$ cat src/rtl/alu_seq_pkg.sv
// alu_seq shared definitions: opcodes, FSM states, op classification.
// Optional divider selected by ALU_SEQ_DIV_EN.
package alu_seq_pkg;

  localparam logic [3:0] OP_ADD   = 4'd0;
  localparam logic [3:0] OP_SUB   = 4'd1;
  localparam logic [3:0] OP_SGTU  = 4'd2;
  localparam logic [3:0] OP_AND   = 4'd3;
  localparam logic [3:0] OP_OR    = 4'd4;
  localparam logic [3:0] OP_XOR   = 4'd5;
  localparam logic [3:0] OP_SLL   = 4'd6;
  localparam logic [3:0] OP_SRL   = 4'd7;
  localparam logic [3:0] OP_SRA   = 4'd8;
  localparam logic [3:0] OP_RSUB  = 4'd9;
  localparam logic [3:0] OP_PASS  = 4'd10;
  localparam logic [3:0] OP_CMOVZ = 4'd11;
  localparam logic [3:0] OP_MUL   = 4'd12;
  localparam logic [3:0] OP_DIV   = 4'd13;
  localparam logic [3:0] OP_REM   = 4'd14;
  localparam logic [3:0] OP_RSVD  = 4'd15;

  typedef enum logic [1:0] {
    S_IDLE,
    S_BUSY,
    S_DONE
  } state_t;

  function automatic logic is_iterative(input logic [3:0] op);
`ifdef ALU_SEQ_DIV_EN
    return (op == OP_MUL) || (op == OP_DIV) || (op == OP_REM);
`else
    return (op == OP_MUL);
`endif
  endfunction

endpackage

$ cat src/rtl/alu_seq_iter.sv
// alu_seq iterative datapath: shift-add multiply, optional restoring divide.
// Divide hardware exists only when ALU_SEQ_DIV_EN is defined.
module alu_seq_iter #(
  parameter int WIDTH = 16
) (
  input  logic             clk,
  input  logic             rst_n,
  input  logic             start,
  input  logic             mode,
  input  logic [WIDTH-1:0] a,
  input  logic [WIDTH-1:0] b,
  output logic [WIDTH-1:0] quo,
  output logic [WIDTH-1:0] rem,
  output logic             hi_nonzero,
  output logic             done
);

  localparam int CW = $clog2(WIDTH);
  localparam int M  = WIDTH - 1;

  logic [WIDTH-1:0] hi, lo, opd;
  logic [WIDTH-1:0] hi_nx, lo_nx;
  logic [WIDTH:0]   sum;
  logic [CW-1:0]    cnt;
  logic             run;

`ifdef ALU_SEQ_DIV_EN
  logic md;
  logic ge;
  logic [WIDTH:0] shl;
`else
  logic unused_mode;
  assign unused_mode = mode;
`endif

  // one multiply or divide step from the current partial state
  always_comb begin
    sum   = '0;
    hi_nx = hi;
    lo_nx = lo;
`ifdef ALU_SEQ_DIV_EN
    ge  = 1'b0;
    shl = {hi, lo[M]};
    if (md) begin
      ge    = shl >= {1'b0, opd};
      sum   = ge ? shl - {1'b0, opd} : shl;
      hi_nx = sum[M:0];
      lo_nx = {lo[M-1:0], ge};
    end else begin
`endif
      sum   = {1'b0, hi} + (lo[0] ? {1'b0, opd} : '0);
      hi_nx = sum[WIDTH:1];
      lo_nx = {sum[0], lo[M:1]};
`ifdef ALU_SEQ_DIV_EN
    end
`endif
  end

  // load operands on start, then advance one step per cycle
  always_ff @(posedge clk) begin
    if (!rst_n) begin
      run <= 1'b0;
      cnt <= '0;
      hi  <= '0;
      lo  <= '0;
      opd <= '0;
`ifdef ALU_SEQ_DIV_EN
      md  <= 1'b0;
`endif
    end else if (start) begin
      run <= 1'b1;
      cnt <= CW'(WIDTH - 1);
      hi  <= '0;
`ifdef ALU_SEQ_DIV_EN
      md  <= mode;
      lo  <= mode ? a : b;
      opd <= mode ? b : a;
`else
      lo  <= b;
      opd <= a;
`endif
    end else if (run) begin
      hi  <= hi_nx;
      lo  <= lo_nx;
      cnt <= cnt - 1'b1;
      if (cnt == '0) run <= 1'b0;
    end
  end

  assign done       = run && (cnt == '0);
  assign quo        = lo_nx;
  assign rem        = hi_nx;
  assign hi_nonzero = |hi_nx;

endmodule

$ cat src/rtl/alu_seq.sv
// alu_seq: handshaked ALU, 1-cycle ops plus iterative MUL.
// Define ALU_SEQ_DIV_EN to add iterative DIV/REM.
module alu_seq
  import alu_seq_pkg::*;
#(
  parameter int WIDTH = 16,
  parameter int OPW   = 4,
  parameter int SHW   = $clog2(WIDTH)
) (
  input  logic             clk,
  input  logic             rst_n,
  input  logic             in_valid,
  output logic             in_ready,
  input  logic [OPW-1:0]   codop,
  input  logic [WIDTH-1:0] operando1,
  input  logic [WIDTH-1:0] operando2,
  output logic             out_valid,
  input  logic             out_ready,
  output logic [WIDTH-1:0] resultado,
  output logic             neg,
  output logic             zero,
  output logic             overflow,
  output logic             carry,
  output logic             busy
);

  localparam int M = WIDTH - 1;

  state_t           state, state_nx;
  logic [3:0]       op;
  logic [WIDTH-1:0] a, b;
  logic [SHW-1:0]   sh;
  logic             acc, iter_op, it_start, mode;
  logic             it_done, it_hinz, it_ov;
  logic [WIDTH-1:0] it_quo, it_rem, it_res;
  logic [WIDTH-1:0] r_c;
  logic [WIDTH:0]   ext;
  logic             ov_c, cy_c, z_c, rsvd_c;

  assign op        = codop[3:0];
  assign a         = operando1;
  assign b         = operando2;
  assign sh        = b[SHW-1:0];
  assign iter_op   = is_iterative(op);
  assign out_valid = (state == S_DONE);
  assign busy      = (state == S_BUSY);
  assign in_ready  = (state != S_BUSY) && (!out_valid || out_ready);
  assign acc       = in_valid && in_ready;
  assign it_start  = acc && iter_op;
  assign mode      = (op != OP_MUL);

  alu_seq_iter #(.WIDTH(WIDTH)) u_iter (
    .clk        (clk),
    .rst_n      (rst_n),
    .start      (it_start),
    .mode       (mode),
    .a          (a),
    .b          (b),
    .quo        (it_quo),
    .rem        (it_rem),
    .hi_nonzero (it_hinz),
    .done       (it_done)
  );

`ifdef ALU_SEQ_DIV_EN
  logic [3:0] op_q;
  logic       bz_q;

  // remember which iterative op is running and whether B was zero
  always_ff @(posedge clk) begin
    if (!rst_n) begin
      op_q <= OP_MUL;
      bz_q <= 1'b0;
    end else if (it_start) begin
      op_q <= op;
      bz_q <= (b == '0);
    end
  end

  // select iterative result and overflow per op
  always_comb begin
    it_res = it_quo;
    it_ov  = it_hinz;
    if (op_q == OP_REM) it_res = it_rem;
    if (op_q != OP_MUL) it_ov = bz_q;
  end
`else
  logic [WIDTH-1:0] unused_rem;
  assign unused_rem = it_rem;
  assign it_res     = it_quo;
  assign it_ov      = it_hinz;
`endif

  // single-cycle result and flags
  always_comb begin
    r_c    = '0;
    ext    = '0;
    ov_c   = 1'b0;
    cy_c   = 1'b0;
    rsvd_c = 1'b0;
    unique case (1'b1)
      op == OP_ADD: begin
        ext  = {1'b0, a} + {1'b0, b};
        r_c  = ext[M:0];
        cy_c = ext[WIDTH];
        ov_c = (~a[M] & ~b[M] & r_c[M]) | (a[M] & b[M] & ~r_c[M]);
      end
      op == OP_SUB: begin
        ext  = {1'b0, a} - {1'b0, b};
        r_c  = ext[M:0];
        cy_c = ext[WIDTH];
        ov_c = (a[M] & ~b[M] & ~r_c[M]) | (~a[M] & b[M] & r_c[M]);
      end
      op == OP_RSUB: begin
        ext  = {1'b0, b} - {1'b0, a};
        r_c  = ext[M:0];
        cy_c = ext[WIDTH];
        ov_c = (b[M] & ~a[M] & ~r_c[M]) | (~b[M] & a[M] & r_c[M]);
      end
      op == OP_SGTU:  r_c = {{M{1'b0}}, a > b};
      op == OP_AND:   r_c = a & b;
      op == OP_OR:    r_c = a | b;
      op == OP_XOR:   r_c = a ^ b;
      op == OP_SLL:   r_c = a << sh;
      op == OP_SRL:   r_c = a >> sh;
      op == OP_SRA:   r_c = $unsigned($signed(a) >>> sh);
      op == OP_PASS:  r_c = a;
      op == OP_CMOVZ: r_c = (a == '0) ? b : a;
      default:        rsvd_c = 1'b1;
    endcase
    if (op == OP_CMOVZ) z_c = (a == '0);
    else                z_c = !rsvd_c && (r_c == '0);
  end

  // control state register
  always_ff @(posedge clk) begin
    if (!rst_n) state <= S_IDLE;
    else        state <= state_nx;
  end

  // next state: accept, iterate, hold until consumed
  always_comb begin
    state_nx = state;
    unique case (state)
      S_IDLE, S_DONE: begin
        if (acc)
          state_nx = iter_op ? S_BUSY : S_DONE;
        else if (state == S_DONE && out_ready)
          state_nx = S_IDLE;
      end
      S_BUSY:  if (it_done) state_nx = S_DONE;
      default: state_nx = S_IDLE;
    endcase
  end

  // result and flags registered together
  always_ff @(posedge clk) begin
    if (!rst_n) begin
      resultado <= '0;
      neg       <= 1'b0;
      zero      <= 1'b0;
      overflow  <= 1'b0;
      carry     <= 1'b0;
    end else if (acc && !iter_op) begin
      resultado <= r_c;
      neg       <= r_c[M];
      zero      <= z_c;
      overflow  <= ov_c;
      carry     <= cy_c;
    end else if (busy && it_done) begin
      resultado <= it_res;
      neg       <= it_res[M];
      zero      <= (it_res == '0);
      overflow  <= it_ov;
      carry     <= 1'b0;
    end
  end

endmodule
$ cat config.mk
export PLATFORM = sky130hd
export DESIGN_NAME = alu_seq
export DESIGN_NICKNAME = d
export VERILOG_FILES = /design/src/rtl/alu_seq_pkg.sv /design/src/rtl/alu_seq_iter.sv /design/src/rtl/alu_seq.sv
export SDC_FILE = /design/constraint.sdc
export NUM_CORES = 1
export LEC_CHECK = 0
export CORE_UTILIZATION = 40
export CTS_BUF_LIST = sky130_fd_sc_hd__clkbuf_2
export DETAILED_ROUTE_END_ITERATION = 12
export GPL_TIMING_DRIVEN = 0
export PLACE_DENSITY_LB_ADDON = 0.05
export SYNTH_ARGS = -nofsm -noshare
export SYNTH_HDL_FRONTEND = slang
export SYNTH_SLANG_ARGS = --single-unit
$ cat constraint.sdc
create_clock -name clk -period 7.7 [get_ports clk]
set_input_delay 1.54 -clock clk [delete_from_list [all_inputs] [get_ports clk]]
set_output_delay 1.54 -clock clk [all_outputs]
set_load 0.1 [all_outputs]
==> results.cfg, run 1 <==
[cts]
clock_sinks = 74
clock_tree.root_cell = clkbuf_2
ctsResizeCount = 0
cts_max_level = 3
cts.hold.buffers_added = 0
cts_setup_buffers = 0
tritoncts = done
worst_skew_pair.late_latency_ns = 0.57
clock_path_buffers = 2
cts.clk_slew.worst_paths_ns = 0.22
cts_buffers = 9

[timing]
min_period_over_period_pct = 83.83
setup_viol = 0
tightestPinTransition_ns = 1.437
drv_slew = 0
min_period_ns = 6.455
relSlewSlack_pct = 1.723
rsz0062_at_grt = no
clock_skew_ns = 0.04127
finalHoldViolations = 0
fin_setup_tns_ns = 0
max_clock_freq_mhz = 154.9

[grt]
grt_pass1_wl_um = 62830
grt_pass1_vias = 10041
grt_overflow = 0
grt_use_total_pct = 34.26
grt_max_degree = 15
antenna_found_initial = 1

[route]
drt_iter0_drc = 953
num_vias = 10568
postRouteAntennaNets = 0
detailedRoute.firstPassIterationCount = 7
post-route-drc-count = 0
wl_per_cell_um = 24.71
via_per_inst = 6.283
totalWireLength_um = 41560

[synthesis]
syn_inst = 1284
ys_seq_area_share_pct = 15.54
postSynthAreaPerCell_um2 = 7.424
yosys_warnings = 0
syn_area_um2 = 9533
synth_ff_type = dfxtp_1
synth_edf_count = 0
synth_seq_cells = 74
ys_types = 91
synthArstFlopShare_pct = 0
synth.net_count = 1414

[worst_setup_path]
path_buf_inv = 4
critical_path_class = in -> reg
cp_slowest_stage_delay_ns = 1.24
required_ns = 8.18
cp-end-kind = register
crit_arrival_ns = 6.94
worstPathMaxFanout = 13
cp_common_cell = a2111oi_0
cp-start-kind = input pin
cp_cell_sequence = clkdlybuf4s50_1, buf_2, inv_2, buf_1, ha_1, a211oi_1, nor3_1, a2111oi_0, a31oi_1, a2111oi_0, nand2_1, nor4_1, and3_1, nand4_1, o31ai_2
cpLargestDelayFamily = compound AO/OA/AOI/OAI gates
cpMaxStageDelayCell = a2111oi_0

[die]
dieArea_um2 = 24450
io_pins = 63
fp-row-count = 56
die_h_um = 156.4
start_util_pct = 40.73
core_area_um2 = 23400
dieWidth_um = 156.4

[power_and_ir_drop]
power.internal_uw = 662.4
power.switching_uw = 566.5
power_density_nw_per_um2 = 115.0
clock_power_share_pct = 19.2
irDropWorstVdd_mv = 0.05870
p_leak_nw = 4.033
seqPwrFrac_pct = 32.9
swShare_pct = 46.09
p_comb_share_pct = 47.9

[finish]
multi_input_area_um2 = 7388
seqCellArea_um2 = 1481
area_delta_synth_final_pct = 12.14
fillers = 2501
postLayoutCoreUtil_pct = 45.68
drive_above_1_share_pct = 7.122
nets = 1487
instances_no_fill = 1682

[placement]
port-buffer-count = 62
placed_cells = 1665
detailed_place_hpwl_um = 33130
gp_congestion = 1.019

[min_path]
hp-class = reg -> reg

[run_status]
violations = capacitance limit
status = finished, violations left

[job]
maxCapViolations = 1
-- metrics by stage --
step | worst slack [ns] | hold WS (ns) | area [um^2] | power, mW
after detailed placement | 0.8049 | 0.4436 | 10560 | 0.9818
after global placement | 0.8037 | 0.4413 | 10550 | 0.9819
after global routing | 0.9512 | 0.4828 | 10690 | 1.285
final | 1.245 | 0.4669 | 10690 | 1.229
after CTS | 1.378 | 0.4681 | 10680 | 1.217
after floorplan | 2.751 | 0.4317 | 9533 | 0.7856
-- synth_stat cells (7+ instances only) --
library cell	n	area, um^2
a21oi_1	116	580.6
xnor2_1	19	166.4
nand3_1	19	95.09
o22ai_1	10	62.56
o21bai_1	9	67.56
dfxtp_1	74	1481
a31oi_1	18	112.6
a211oi_1	41	307.8
inv_1	57	214.0
nand2_1	114	427.9
mux4_2	13	292.8
o211ai_1	13	97.59
nand3b_1	7	52.55
nor4_1	21	131.4
or3_1	12	75.07
nand4_1	12	75.07
o21a_1	9	67.56
a221oi_1	14	122.6
or4_1	8	60.06
ha_1	86	1076
a2111oi_0	11	96.34
a21o_1	8	60.06
o21ai_0	55	275.3
or2_2	7	43.79
buf_2	15	75.07
and2_1	22	137.6
a22oi_1	18	135.1
nor2b_1	17	106.4
o31ai_1	8	60.06
nor3_1	26	130.1
mux2_2	13	146.4
nand2b_1	19	118.9
mux2i_1	58	580.6
nor2_1	128	480.5
clkbuf_1	68	255.2
-- cells by family after synthesis --
family	share of synthesized area (%)
AOI/OAI and AO/OA	28.70
xor gates and xnor gates	2.113
adders and majority gates	12.13
buffers and inverters	7.087
DFF	15.54
muxes	10.70
and+or+nand+nor	23.73
-- layout make-up --
| cell class | count | area share [%] |
|---|---|---|
| diodes | 1 | 0.02341 |
| well taps | 319 | 3.734 |
| flip-flops and latches | 74 | 13.86 |
| clock inverters | 7 | 0.7257 |
| inverters | 63 | 2.212 |
| plain buffers | 98 | 4.108 |
| repair buffers | 62 | 5.805 |
| multi-input cells | 1049 | 69.11 |
| clock buffers | 9 | 0.4213 |
-- power groups by stage --
stage | sequential [mW] | combinational (mW) | clock, mW
floorplan | 0.462 | 0.323 | 0
global placement | 0.412 | 0.570 | 0
detailed placement | 0.412 | 0.570 | 0
CTS | 0.404 | 0.572 | 0.240
global route | 0.406 | 0.620 | 0.258
finish | 0.404 | 0.588 | 0.236
-- cells in the final DEF, fill, tap and decap left out, types with 10 or more instances in the layout --
master,count
a2111oi_0,11
a211oi_1,41
a21oi_1,116
a221oi_1,14
a22oi_1,18
a31oi_1,18
and2_1,22
buf_2,15
clkbuf_1,68
clkdlybuf4s50_1,62
dfxtp_1,74
ha_1,86
inv_1,57
mux2_2,13
mux2i_1,58
mux4_2,13
nand2_1,114
nand2b_1,19
nand3_1,19
nand4_1,12
nor2_1,128
nor2b_1,17
nor3_1,26
nor4_1,19
o211ai_1,13
o21ai_0,55
o22ai_1,10
or3_1,12
xnor2_1,19
-- state kept, by name (all words and copies together) (netlist names) --
register,flops
carry,1
overflow,1
resultado,16
state,2
u_iter.cnt,4
u_iter.hi,16
u_iter.lo,16
u_iter.opd,16
u_iter.run,1
zero,1
-- worst paths after layout --
check                               startpoint             end  slack [ns]  cells after the start
worst min-delay path            u_iter.opd[11]  u_iter.opd[11]        0.47                      2
worst max-delay path              operando2[1]            zero        1.25                     15
worst max register to register    u_iter.lo[0]        overflow        4.03                     14
worst min register to register  u_iter.opd[11]  u_iter.opd[11]        0.47                      2
-- per-layer routing --
metal	part of all wire, %	GRT usage [%]	up-vias
met4	5.5	17.79	0
met1	43	45.09	5043
li1	-	-	4906
met3	6.9	4.652	110
met5	0	0	-
met2	44	54.40	509
-- worst register-to-register path, delay by kind of cell, from the launching register on --
family                     cells  cell delay (ns)
buffers and inverters          2             0.35
adders and majority gates      2             0.60
and+or+nand+nor                7             1.79
AOI/OAI and AO/OA              3             0.37
DFF                            1             0.48
Power figures use the tool's default switching activity.
==> inputs of run 2 (changes only) <==
- clock period: 7.7 -> 6.6 ns (I/O delays scaled with it)
==> results of run 2 <==
The final DEF is identical to that of run 1. Status: finished, violations left: capacitance limit.
Main changes from that run: setup slack after placement 0.8049 ns -> -0.07510 ns; setup slack after layout 1.245 ns -> 0.3651 ns; register-to-register setup slack 4.03 ns -> 2.93 ns; total power 1.229 mW -> 1.434 mW; worst IR drop on VDD 0.05870 mV -> 0.06848 mV
